`src/rtl/dot_product_stream_if.sv`:
```
// Handshake and operand bundle for dot_product_stream.
// master drives requests/operands; slave is the accumulator block.
interface dot_product_stream_if #(
  parameter int ELEM_WIDTH   = 8,
  parameter int LANES        = 4,
  parameter int LEN_WIDTH    = 5,
  parameter int RESULT_WIDTH = 24
);
  localparam int DATA_WIDTH = LANES * ELEM_WIDTH;

  logic                    start;
  logic [LEN_WIDTH-1:0]    vec_len;
  logic                    signed_mode;
  logic                    in_valid;
  logic                    in_ready;
  logic [DATA_WIDTH-1:0]   in_a;
  logic [DATA_WIDTH-1:0]   in_b;
  logic [RESULT_WIDTH-1:0] result;
  logic                    result_valid;
  logic                    result_ready;
  logic                    busy;
  logic                    overflow;

  modport master (
    output start, vec_len, signed_mode, in_valid, in_a, in_b, result_ready,
    input  in_ready, result, result_valid, busy, overflow
  );

  modport slave (
    input  start, vec_len, signed_mode, in_valid, in_a, in_b, result_ready,
    output in_ready, result, result_valid, busy, overflow
  );
endinterface

```
`src/rtl/dot_product_stream.sv`:
```
// Streaming dot product: LANES products per beat registered in stage 1,
// summed into a modular accumulator in stage 2, with sticky range overflow.
module dot_product_stream #(
  parameter int ELEM_WIDTH   = 8,
  parameter int LANES        = 4,
  parameter int MAX_WORDS    = 16,
  parameter int LEN_WIDTH    = 5,
  parameter int RESULT_WIDTH = 24
) (
  input logic                 clk,
  input logic                 rst_n,
  dot_product_stream_if.slave bus
);
  localparam int PROD_W = 2 * ELEM_WIDTH;
  localparam int SUM_W  = PROD_W + $clog2(LANES) + 1;
  localparam int EXT_W  = ((RESULT_WIDTH > SUM_W) ? RESULT_WIDTH : SUM_W) + 2;

  typedef enum logic [1:0] {IDLE, ACCUM, DRAIN, DONE} state_t;

  state_t                  state, state_d;
  logic [LEN_WIDTH-1:0]    len_q, count, count_inc, len_clamp;
  logic                    sign_q;
  logic                    fire;
  logic                    s1_valid;
  logic [PROD_W-1:0]       prod_q [LANES];
  logic [PROD_W-1:0]       prod_d [LANES];
  logic [RESULT_WIDTH-1:0] acc;
  logic                    ovf;
  logic [EXT_W-1:0]        lane_sum, acc_ext, sum_ext;
  logic [EXT_W-RESULT_WIDTH:0] sum_top;
  logic                    step_ovf;

  function automatic logic [PROD_W-1:0] ext_elem(input logic [ELEM_WIDTH-1:0] v, input logic s);
    return {{ELEM_WIDTH{s & v[ELEM_WIDTH-1]}}, v};
  endfunction

  function automatic logic [EXT_W-1:0] ext_prod(input logic [PROD_W-1:0] p, input logic s);
    return {{(EXT_W-PROD_W){s & p[PROD_W-1]}}, p};
  endfunction

  assign fire      = bus.in_valid && (state == ACCUM);
  assign count_inc = count + LEN_WIDTH'(1);
  assign len_clamp = (bus.vec_len > LEN_WIDTH'(MAX_WORDS)) ? LEN_WIDTH'(MAX_WORDS) : bus.vec_len;

  always_comb begin
    for (int unsigned k = 0; k < LANES; k++) begin
      prod_d[k] = ext_elem(bus.in_a[k*ELEM_WIDTH +: ELEM_WIDTH], sign_q)
                * ext_elem(bus.in_b[k*ELEM_WIDTH +: ELEM_WIDTH], sign_q);
    end
  end

  // Overflow is judged on the wrapped accumulator: until the first overflow it
  // equals the exact sum, and afterwards the flag is sticky anyway.
  always_comb begin
    lane_sum = '0;
    for (int unsigned k = 0; k < LANES; k++) begin
      lane_sum = lane_sum + ext_prod(prod_q[k], sign_q);
    end
    acc_ext  = {{(EXT_W-RESULT_WIDTH){sign_q & acc[RESULT_WIDTH-1]}}, acc};
    sum_ext  = acc_ext + lane_sum;
    sum_top  = sum_ext[EXT_W-1:RESULT_WIDTH-1];
    step_ovf = sign_q ? !((&sum_top) || (~|sum_top))
                      : (|sum_top[EXT_W-RESULT_WIDTH:1]);
  end

  always_comb begin
    state_d = state;
    case (state)
      IDLE:    if (bus.start) state_d = (bus.vec_len == '0) ? DONE : ACCUM;
      ACCUM:   if (fire && (count_inc == len_q)) state_d = DRAIN;
      DRAIN:   if (!s1_valid) state_d = DONE;
      DONE:    if (bus.result_ready) state_d = IDLE;
      default: state_d = IDLE;
    endcase
  end

  always_ff @(posedge clk or negedge rst_n) begin
    if (!rst_n) state <= IDLE;
    else        state <= state_d;
  end

  always_ff @(posedge clk or negedge rst_n) begin
    if (!rst_n) begin
      len_q    <= '0;
      sign_q   <= 1'b0;
      count    <= '0;
      s1_valid <= 1'b0;
      acc      <= '0;
      ovf      <= 1'b0;
      for (int unsigned k = 0; k < LANES; k++) prod_q[k] <= '0;
    end else begin
      s1_valid <= fire;
      if (fire) begin
        count <= count_inc;
        for (int unsigned k = 0; k < LANES; k++) prod_q[k] <= prod_d[k];
      end
      if ((state == IDLE) && bus.start) begin
        len_q  <= len_clamp;
        sign_q <= bus.signed_mode;
        count  <= '0;
        acc    <= '0;
        ovf    <= 1'b0;
      end else if (s1_valid) begin
        acc <= sum_ext[RESULT_WIDTH-1:0];
        ovf <= ovf | step_ovf;
      end
    end
  end

  assign bus.in_ready     = (state == ACCUM);
  assign bus.busy         = (state != IDLE);
  assign bus.result_valid = (state == DONE);
  assign bus.result       = acc;
  assign bus.overflow     = ovf;
endmodule
```
`src/flat_wrapper.sv`:
```
// flat-port wrapper written by rule: the top's interface ports become plain ports
module dot_product_stream_flat 
#(
  parameter int ELEM_WIDTH   = 8,
  parameter int LANES        = 4,
  parameter int MAX_WORDS    = 16,
  parameter int LEN_WIDTH    = 5,
  parameter int RESULT_WIDTH = 24
)
  (clk, rst_n, bus_start, bus_vec_len, bus_signed_mode, bus_in_valid, bus_in_a, bus_in_b, bus_result_ready, bus_in_ready, bus_result, bus_result_valid, bus_busy, bus_overflow);
  dot_product_stream_if #(.ELEM_WIDTH(ELEM_WIDTH), .LANES(LANES), .LEN_WIDTH(LEN_WIDTH), .RESULT_WIDTH(RESULT_WIDTH)) bus_i ();
  input logic clk;
  input logic rst_n;
  input wire logic [$bits(bus_i.start)-1:0] bus_start;
  input wire logic [$bits(bus_i.vec_len)-1:0] bus_vec_len;
  input wire logic [$bits(bus_i.signed_mode)-1:0] bus_signed_mode;
  input wire logic [$bits(bus_i.in_valid)-1:0] bus_in_valid;
  input wire logic [$bits(bus_i.in_a)-1:0] bus_in_a;
  input wire logic [$bits(bus_i.in_b)-1:0] bus_in_b;
  input wire logic [$bits(bus_i.result_ready)-1:0] bus_result_ready;
  output wire logic [$bits(bus_i.in_ready)-1:0] bus_in_ready;
  output wire logic [$bits(bus_i.result)-1:0] bus_result;
  output wire logic [$bits(bus_i.result_valid)-1:0] bus_result_valid;
  output wire logic [$bits(bus_i.busy)-1:0] bus_busy;
  output wire logic [$bits(bus_i.overflow)-1:0] bus_overflow;
  assign bus_i.start = bus_start;
  assign bus_i.vec_len = bus_vec_len;
  assign bus_i.signed_mode = bus_signed_mode;
  assign bus_i.in_valid = bus_in_valid;
  assign bus_i.in_a = bus_in_a;
  assign bus_i.in_b = bus_in_b;
  assign bus_i.result_ready = bus_result_ready;
  assign bus_in_ready = bus_i.in_ready;
  assign bus_result = bus_i.result;
  assign bus_result_valid = bus_i.result_valid;
  assign bus_busy = bus_i.busy;
  assign bus_overflow = bus_i.overflow;
  dot_product_stream #(.ELEM_WIDTH(ELEM_WIDTH), .LANES(LANES), .MAX_WORDS(MAX_WORDS), .LEN_WIDTH(LEN_WIDTH), .RESULT_WIDTH(RESULT_WIDTH)) u_core (.clk(clk), .rst_n(rst_n), .bus(bus_i));
endmodule
```
`config.mk`:
```
export PLATFORM = sky130hd
export DESIGN_NAME = dot_product_stream_flat
export DESIGN_NICKNAME = d
export VERILOG_FILES = /design/src/rtl/dot_product_stream_if.sv /design/src/rtl/dot_product_stream.sv /design/src/flat_wrapper.sv
export SDC_FILE = /design/constraint.sdc
export NUM_CORES = 1
export LEC_CHECK = 0
export ABC_AREA = 1
export BUFFER_PORTS_ARGS = -buffer_cell sky130_fd_sc_hd__buf_4
export CORE_UTILIZATION = 51
export CTS_BUF_LIST = sky130_fd_sc_hd__clkbuf_16
export CTS_CLUSTER_DIAMETER = 30
export CTS_CLUSTER_SIZE = 12
export DETAILED_ROUTE_END_ITERATION = 10
export PLACE_DENSITY = 0.68
export SLEW_MARGIN = 10
export SYNTH_ARGS = -nofsm -noshare
export SYNTH_HDL_FRONTEND = slang
export SYNTH_SLANG_ARGS = --single-unit
export TNS_END_PERCENT = 50
```
`constraint.sdc`:
```
create_clock -name clk -period 6.05 [get_ports clk]
set_input_delay 0.605 -clock clk [delete_from_list [all_inputs] [get_ports clk]]
set_output_delay 0.605 -clock clk [all_outputs]
set_load 0.005 [all_outputs]
```
## After elaboration in Yosys (flattened, before gate mapping)

Index checks and enable logic that the tools add are counted.

| word-level totals | value |
|---|---|
| register bits after elaboration | 103 |
| bits in latches | 0 |
| RAM bits | 0 |
| bits in read-only memories | 0 |
| output and inout port bits | 28 |
| logic and storage cells | 72 |
| memories | 0 |

| cells by class | value |
|---|---|
| $add $sub $neg | 5 |
| $mul | 4 |
| divide/modulo/power cells | 0 |
| order comparisons | 1 |
| equal/unequal tests | 8 |
| shift-type cells | 0 |
| mux-type cells | 14 |
| bitwise logic cells | 14 |
| reductions and logical operators | 15 |

Operator list:

| cell | count |
|---|---|
| $add A26 B26 Y26 | 3 |
| $mul A9 B9 Y16 | 4 |
| $mux W24 | 2 |
| $add A17 B17 Y18 | 1 |
| $mux W5 | 3 |
| $and A1 B1 Y1 | 13 |
| $mux W2 | 5 |
| $pmux W2 S4 | 1 |
| $ne A2 B2 Y1 const B | 3 |
| $reduce_bool A2 Y1 | 3 |
| $add A5 B1 Y5 const B | 1 |
| $eq A5 B5 Y1 | 1 |
| $gt A5 B5 Y1 const B | 1 |
| $logic_not A5 Y1 | 1 |
| $eq A2 B2 Y1 const B | 2 |
| $reduce_and A4 Y1 | 1 |
| $logic_and A1 B1 Y1 | 3 |
| $mux W1 | 3 |
| $reduce_and A3 Y1 | 1 |
| $reduce_or A3 Y1 | 1 |
| $eq A2 B1 Y1 const B | 1 |
| $logic_not A1 Y1 | 2 |
| $logic_not A2 Y1 | 1 |
| $ne A2 B1 Y1 const B | 1 |
| 3 further kinds | 3 |

## Logic depth before layout (Yosys ltp)

| logic depth | value |
|---|---|
| depth in word-level cells | 13 |
| mapped depth | 30 |

## Least setup slack after synthesis

OpenSTA, ideal clock, no wires.

| path | value |
|---|---|
| path type | reg2reg |
| start point | register u_core.sign_q |
| end point | register u_core.prod_q[13] in the netlist's numbering |
| data arrival time | 5.118 ns |
| setup slack | 0.815 ns |
| stages on the path, launching flop included | 23 |
| buffers on the path | 3 |
| cell sequence | dfrtp_1 buf_6 buf_4 inv_1 clkbuf_1 nor2_1 fa_1 fa_1 fa_1 inv_1 fa_1 fa_1 inv_1 ha_1 a21oi_1 o21ai_0 a21oi_1 o21ai_0 nand2_1 nand2_1 or2_2 nand3_1 nand2_1 |

| between the ends | value |
|---|---|
| cells in the longest elaborated chain, start to end | 2 |

Ends and longest elaborated chain:

| item | RTL line | source |
|---|---|---|
| start, declared | dot_product_stream.sv:22 | `logic sign_q;` |
| start signal, assigned | dot_product_stream.sv:99 | `sign_q <= bus.signed_mode;` |
| $and A1 B1 Y1 | dot_product_stream.sv:34 | `return {{ELEM_WIDTH{s & v[ELEM_WIDTH-1]}}, v};` |
| $mul A9 B9 Y16 * | dot_product_stream.sv:48 | `* ext_elem(bus.in_b[k*ELEM_WIDTH +: ELEM_WIDTH], sign_q);` |
| end, declared | dot_product_stream.sv:25 | `logic [PROD_W-1:0] prod_q [LANES];` |

Every way passes the cells marked *; elsewhere a longest branch is shown, timed or not.
A chain may end at the register's enable or synchronous reset.

## Worst setup path after layout

| path | value |
|---|---|
| start point | register u_core.sign_q |
| end point | register u_core.prod_q[61] in the netlist's numbering |

Same word-level chain as after synthesis.

==> qor.yml <==
outcome: "finished, violations left"
failed_checks: "DRC"
cts_hold_buf: 0
syn_area_sq_um: 18590
syn2layout_area_growth_pct: 7.120
core-area_sq_um: 35740
fillers: 3438
finalHoldViolCount: 0
avgSynthCellArea_sq_um: 7.822
insertion_delay_ns: 0.36
slew_violations: 0
die_h_um: 192.9
cts_resized: 0
synth_seq_cells: 103
yosysSeqAreaShare_pct: 13.86
finalWeightedCongestion: 0.8910
synth_edf_count: 0
final_cell_mix: "614 x nand2_1, 589 x inv_1, 296 x fa_1, 180 x ha_1, 108 x buf_4"
fin_crit_sh_pct: 84.80
whs_ns: 0.1937
grt_pass1_wl_um: 68640
numCtsBuffers: 9
final_common_cell: "nand2_1"
root_buffer: "clkbuf_16"
dieArea_sq_um: 37220
worstSetupStartpoint: "u_core.sign_q"
max_freq_mhz: 194.9
setup_viol: 0
cp.required_ns: 6.33
antenna-diode-count: 0
via_per_inst: 5.012
cts.sinks: 103
detailed_place_hpwl_um: 34370
synthArstFlopShare_pct: 100.0
crit_path_start_kind: "flop"
grt.total_usage_pct: 22.91
seq_area_sq_um: 2577
drtAntennaViolNets: 0
regToRegStartpoint: "u_core.sign_q"
worstPathMaxFanout: 8
final_core_util_pct: 55.72
drc: 14
vias: 14430
drive_gt1_share_pct: 7.072
postCtsSetupBuffers: 0
fin_crit_ns: 5.131
synthFlopType: "dfrtp_1"
post_drt_wl_per_cell_um: 14.01
synth_nets: 2928
grt_max_degree: 76
timing.slew.headroom_pct: 42.35
yosys_warnings: 0
min_path_type: "input pin to asynchronous set/reset pin"
cap_violations: 0
multi_input_area_sq_um: 13430
htree_levels: 3
antenna_found_initial: 0
initial_core_util_pct: 52.02
io_buffers: 102
finalClockSkew_ns: 0.01198
tightest_slew_ns: 0.8647
critPathCaptureType: "flop"
num_io_pins: 103
grt_overflow: 0
worst_ep_arrival_time_ns: 5.41
rsz0062_at_grt: "no"
synth_cells: 2377
nNetsFinal: 2964
wirelength_um: 40330
ctsLongestPathBuffers: 2
num_rows: 69
cts_tree: "done"
ys_types: 45
crit_type: "flop to flop"
grt_pass1_vias: 14530
dr.pass1.iters: 9
clkTransAtPathRegs_ns: 0.08
die_w_um: 192.9
totalNegativeSetupSlack_ns: 0
drt_iter0_drc: 785
## sequential cells by signal (all words and copies together), names as in the netlist
| register | count |
|---|---|
| u_core.s1_valid | 1 |
| u_core.prod_q | 64 |
| u_core.bus.overflow | 1 |
| u_core.count | 5 |
| u_core.bus.result | 24 |
| u_core.state | 2 |
| u_core.len_q | 5 |
| u_core.sign_q | 1 |
## routing by layer
layer	GRT usage, %	part of all wire (%)	vias up
met1	31.86	45	6972
met3	2.009	4.1	44
met2	38.85	49	308
li1	-	-	7105
met5	0	0	-
met4	5.319	1.9	0
## final cells by class
type | instances | share of cell area [%]
timing repair buffer | 109 | 4.171
clock inverter | 7 | 0.2701
tap | 461 | 2.896
multi-input combinational | 1599 | 67.43
inverter | 591 | 11.16
sequential | 103 | 12.94
clock buffer | 9 | 1.131
## Yosys cell counts (3+ instances only)
cell,n,share of area (%)
ha_1,180,12
and2_1,4,0.13
a21oi_1,82,2.2
a22o_1,3,0.14
xnor2_1,33,1.6
a211oi_1,3,0.12
xor2_1,38,1.8
o21bai_1,8,0.32
dfrtp_1,103,14
o31ai_1,3,0.12
or2_2,33,1.1
a31oi_1,10,0.34
clkbuf_1,64,1.3
o22ai_1,8,0.27
a21o_1,6,0.24
nand3_1,58,1.6
fa_1,296,32
o21ai_1,4,0.11
inv_1,589,12
o21ai_0,86,2.3
buf_6,4,0.24
nand2_2,3,0.10
o2111ai_1,7,0.33
nor3_1,10,0.27
buf_2,10,0.27
nand2_1,615,12
buf_1,4,0.081
nor2_1,87,1.8
nand4_1,5,0.17
## cells by family (layout without fill, tap and decap cells)
group / Yosys count / after routing / synth area share, %
AO/OA/AOI/OAI: 224 / 224 / 6.709
XOR/XNOR: 72 / 72 / 3.432
adder cells (fa/ha/maj): 476 / 476 / 43.98
buffers and inverters: 675 / 716 / 13.92
flip-flops: 103 / 103 / 13.86
AND/OR/NAND/NOR: 827 / 827 / 18.09
## final timing paths
check | endpoint | slack (ns) | depth (start not counted)
setup reg to reg | u_core.prod_q[61] | 0.92 | 21
hold reg to reg | u_core.prod_q[46] | 0.50 | 2
min in group clk | u_core.len_q[3] | 0.44 | 3
max in group asynchronous | u_core.prod_q[63] | 4.61 | 2
hold / removal | u_core.bus.result[21] | 0.19 | 1
setup / recovery | u_core.prod_q[61] | 0.92 | 21
## metrics by stage
step | std cells | cell area, sq um | setup WS, ns
6_report | 2879 | 19920 | 0.9195
3_5_place_dp | 2863 | 19640 | 0.7536
2_1_floorplan | 2377 | 18590 | 0.8146
4_1_cts | 2879 | 19920 | 0.9109
5_1_grt | 2879 | 19920 | 0.4934
3_3_place_gp | 2863 | 19640 | 0.8325
## critical path, cell delays in order (launching register included)
cell     delay (ns)
dfrtp_1        0.39
buf_4          0.26
nand2_1        0.07
nor2_1         0.27
inv_1          0.10
fa_1           0.48
inv_1          0.05
fa_1           0.49
fa_1           0.57
fa_1           0.43
fa_1           0.46
ha_1           0.37
inv_1          0.05
o21ai_0        0.22
a31oi_1        0.11
o21ai_0        0.28
nand2_1        0.09
nand2_1        0.06
nand2_1        0.06
nand2_1        0.06
nand2_1        0.04
a31oi_1        0.11
Power is not shown: default switching activity piles up to over one toggle a cycle in this logic, so the estimate is an artifact.
